**src/rtl/interrupt_controller.sv**
```systemverilog
// Four-source interrupt controller: rising-edge pending capture, mask, fixed
// lowest-index priority, and a one-shot ISR entry request held until RETI.
module interrupt_controller #(
  parameter logic [5:0]  RETI_OP  = 6'b011110,
  parameter logic [15:0] ISR_BASE = 16'hF000
) (
  input  logic        clk,
  input  logic        reset,
  input  logic [3:0]  irq_in,
  input  logic        mask_we,
  input  logic [3:0]  mask_data,
  input  logic        int_en,
  input  logic [5:0]  op,
  input  logic        pc_mux_sel,
  output logic        interrupt,
  output logic [1:0]  irq_id,
  output logic [15:0] isr_addr,
  output logic        in_service,
  output logic [3:0]  pending,
  output logic [1:0]  state_o
);

  typedef enum logic [1:0] {
    IDLE    = 2'd0,
    ISSUE   = 2'd1,
    SERVICE = 2'd2
  } state_t;

  state_t      state_q, state_d;
  logic [3:0]  irq_q;
  logic [3:0]  pending_q, pending_d;
  logic [3:0]  mask_q, mask_d;
  logic [1:0]  irq_id_q, irq_id_d;
  logic [3:0]  rise;
  logic [3:0]  eligible;
  logic [3:0]  clr;
  logic [1:0]  win_id;

  assign rise     = irq_in & ~irq_q;
  assign eligible = pending_q & mask_q;
  assign mask_d   = mask_we ? mask_data : mask_q;

  always_comb begin
    win_id = 2'd0;
    for (int i = 3; i >= 0; i--) begin
      if (eligible[i]) win_id = 2'(i);
    end
  end

  // interrupt is a fire-and-forget strobe: the jump control block has no
  // ready/ack; it must act in the single cycle interrupt is high.
  always_comb begin
    state_d  = state_q;
    irq_id_d = irq_id_q;
    clr      = 4'b0000;
    unique case (state_q)
      IDLE: begin
        if (int_en && (|eligible) && !pc_mux_sel) begin
          state_d  = ISSUE;
          irq_id_d = win_id;
        end
      end
      ISSUE: begin
        clr[irq_id_q] = 1'b1;
        state_d       = SERVICE;
      end
      SERVICE: begin
        if (op == RETI_OP) state_d = IDLE;
      end
      default: state_d = IDLE;
    endcase
  end

  // A coinciding new edge on the cleared source wins over the clear.
  assign pending_d = (pending_q & ~clr) | rise;

  always_ff @(posedge clk) begin
    if (reset) begin
      state_q   <= IDLE;
      irq_q     <= 4'b0000;
      pending_q <= 4'b0000;
      mask_q    <= 4'b0000;
      irq_id_q  <= 2'd0;
    end else begin
      state_q   <= state_d;
      irq_q     <= irq_in;
      pending_q <= pending_d;
      mask_q    <= mask_d;
      irq_id_q  <= irq_id_d;
    end
  end

  // Gated by reset so an abandoned ISSUE cycle never leaks a pulse.
  assign interrupt  = (state_q == ISSUE) && !reset;
  assign in_service = (state_q != IDLE);
  assign irq_id     = irq_id_q;
  assign isr_addr   = ISR_BASE + {12'b0, irq_id_q, 2'b00};
  assign pending    = pending_q;
  assign state_o    = state_q;

endmodule

```
**config.mk**
```make
export PLATFORM = sky130hd
export DESIGN_NAME = interrupt_controller
export DESIGN_NICKNAME = d
export VERILOG_FILES = /design/src/rtl/interrupt_controller.sv
export SDC_FILE = /design/constraint.sdc
export NUM_CORES = 1
export LEC_CHECK = 0
export BUFFER_PORTS_ARGS = -buffer_cell sky130_fd_sc_hd__buf_4
export CORE_ASPECT_RATIO = 0.7
export CORE_MARGIN = 10
export CORE_UTILIZATION = 35
export CTS_CLUSTER_DIAMETER = 30
export DETAILED_ROUTE_END_ITERATION = 8
export HOLD_SLACK_MARGIN = 0.03
export PLACE_DENSITY_LB_ADDON = 0.3
export SYNTH_ARGS = -nofsm -noshare
export SYNTH_HDL_FRONTEND = slang
export SYNTH_SLANG_ARGS = --single-unit
export TNS_END_PERCENT = 1
```
**constraint.sdc**
```tcl
create_clock -name clk -period 2.2 [get_ports clk]
set_input_delay 0.22 -clock clk [delete_from_list [all_inputs] [get_ports clk]]
set_output_delay 0.22 -clock clk [all_outputs]
set_load 0.05 [all_outputs]
```
==> results.py <==
metrics = {
    "route": {
        "dr_total_vias": 614,
        "routedWlPerCell_um": 13.4,
        "drc": 0,
        "routed_wl_um": 1920,
        "drtIter0Drc": 8,
        "drtAntennaViolNets": 0,
        "avgViaCountPerCell": 4.29,
        "firstDrtPassIters": 3,
    },
    "floorplan": {
        "die_x_um": 76.6,
        "start_util_pct": 36.8,
        "die_h_um": 59.6,
        "io_pins": 45,
        "core_um2": 2140,
        "dieArea_um2": 4570,
        "std_cell_rows": 14,
    },
    "cells_and_area": {
        "multi_input_area_um2": 363,
        "syn2layout_area_growth_pct": 25.5,
        "instances_no_fill": 143,
        "final_cell_mix": "buf_4, dfxtp_1, conb_1",
        "final_nets": 132,
        "antenna-diode-count": 0,
        "drive_above_1_share_pct": 35.1,
        "register_area_um2": 320,
        "final_common_cell": "buf_4",
        "fin_area_um2": 986,
        "n_fill_cell": 240,
    },
    "clock_network": {
        "post_cts.repair.setup_buffers": 0,
        "clock-sinks": 16,
        "cts-root-buf": "clkbuf_4",
        "htree_levels": 1,
        "cts_tree": "yes",
        "cts_resized": 0,
        "clkTransAtPathRegs_ps": 90,
        "cts_hold_buf": 0,
        "cts.path.max_buffers": 2,
        "clock_latency_ps": 280,
        "cts_buffers": 3,
    },
    "power_and_ir_drop": {
        "peakVddDrop_mv": 0.389,
        "p_leak_nw": 0.457,
        "power_mw": 0.625,
        "power.density_nw_per_um2": 634,
    },
    "sta": {
        "fin_crit_sh_pct": 64.5,
        "final_hold_viol_count": 0,
        "setup_violations": 0,
        "max_freq_ghz": 0.704,
        "setup_tns_ps": 0,
        "rsz0062_at_grt": "false",
        "drv_slew": 0,
        "whs_ps": 155,
        "finalCriticalPeriod_ps": 1420,
        "skew_ps": 2.57,
    },
    "grt": {
        "grt_pass1_wl_um": 3150,
        "grt_util_all_layers_pct": 8.46,
        "grt_pass1_vias": 655,
        "antenna_found_initial": 0,
        "grt_max_degree": 19,
        "grt.overflow.total": 0,
    },
    "worst_setup_path": {
        "slowest_delay_ps": 370,
        "critical-path-top-delay-family": "flip-flops",
        "cp_slowest_cell": "dfxtp_1",
        "critPathMaxFanout": 6,
        "arrival_ps": 1200,
        "path_buf_inv": 1,
        "worstSetupPathType": "reg2out",
        "critPathCaptureType": "output pin",
        "cp_cell_sequence": "nand2b_2 > nor2_1 > buf_4",
        "worstSetupStartpointType": "register",
        "worstPathRequired_ps": 1980,
    },
    "synthesis": {
        "synth_cell_types": 28,
        "synth_top_area_share_pct": 40.8,
        "avgSynthCellArea_um2": 9.24,
        "synth.ff_latch_count": 16,
        "seq_area_frac_synth_pct": 40.8,
        "yosysWarningCount": 0,
        "yosysTopAreaCell": "dfxtp_1",
        "synth_area_um2": 786,
        "synth_area_leaders": "dfxtp_1, buf_4, mux2i_1",
        "syn-instance-count": 85,
    },
    "place": {
        "gp_congestion": 0.743,
        "dp_cells": 140,
        "port_buffers": 30,
        "placed_cell_area_um2": 963,
        "hpwl_um": 1620,
    },
    "min_path": {
        "hp-class": "in2reg",
    },
    "flow_run": {
        "maxCapViolations": 0,
    },
    "status": {
        "status": "finished clean",
    },
}
==> through the flow <==
step	setup WS, ps	utilization, %
floorplan	443	-
global route	701	46.1
finish	780	46.1
CTS	765	46.1
detailed placement	948	45.1
global placement	1010	45.1
==> final timing paths <==
check	cells past startpoint	slack [ps]	startpoint	to
worst max register to register	4	930	state_o[1]	irq_id[0]
worst min register to register	2	490	irq_q[1]	pending[1]
worst min-delay path	2	160	irq_in[3]	irq_q[3]
worst max-delay path	3	780	state_o[1]	interrupt
==> synthesized netlist by cell type, drive strengths merged <==
master,n
conb,2
mux2i,4
nand2b,4
nor4b,1
a21oi,6
nor2b,5
nand3,1
clkbuf,1
a2111oi,1
a32oi,1
o311ai,1
nand2,2
and2b,1
dfxtp,16
o31ai,2
o21ai,2
inv,4
a31o,1
nand4b,1
a211oi,1
a22o,2
nor2,7
buf,18
or2,1
==> routing by layer <==
layer	wire, um	part of all wire [%]	GRT usage (%)
met1	699	36	8.00
met2	1050	55	16.4
met3	171	8.9	5.30
met4	0	0	0
met5	0	0	0
==> power breakdown <==
group	switching [mW]	internal, mW
Sequential	0.0134	0.305
Clock	0.0838	0.0635
Combinational	0.110	0.0490
Total	0.207	0.417
==> worst reg2reg max path: cells and delay by family (launching register included) <==
family | cells | cell delay [ps]
AND/OR/NAND/NOR | 1 | 360
flip-flops | 1 | 370
AO/OA/AOI/OAI | 3 | 500
==> logic make-up after synthesis <==
| kind of cell | Yosys count | synth area share, % |
|---|---|---|
| AND/OR/NAND/NOR | 23 | 18.5 |
| buffers and inverters | 23 | 18.8 |
| AO/OA/AOI/OAI | 17 | 15.9 |
| flip-flops | 16 | 40.8 |
| multiplexers | 4 | 5.10 |
| other | 2 | 0.956 |
==> state kept, by name, indices dropped and copies added, names as in the netlist <==
name	flops
mask_q	4
state_o	2
pending	4
irq_q	4
irq_id	2
==> area by class of cell <==
| type | count | share of cell area (%) |
|---|---|---|
| Sequential cell | 16 | 32.5 |
| Multi-Input combinational cell | 58 | 36.8 |
| Clock buffer | 3 | 2.28 |
| Inverter | 4 | 1.52 |
| Timing Repair Buffer | 30 | 22.8 |
| Tap cell | 32 | 4.06 |
No activity file was read; power rests on OpenSTA's default activity.
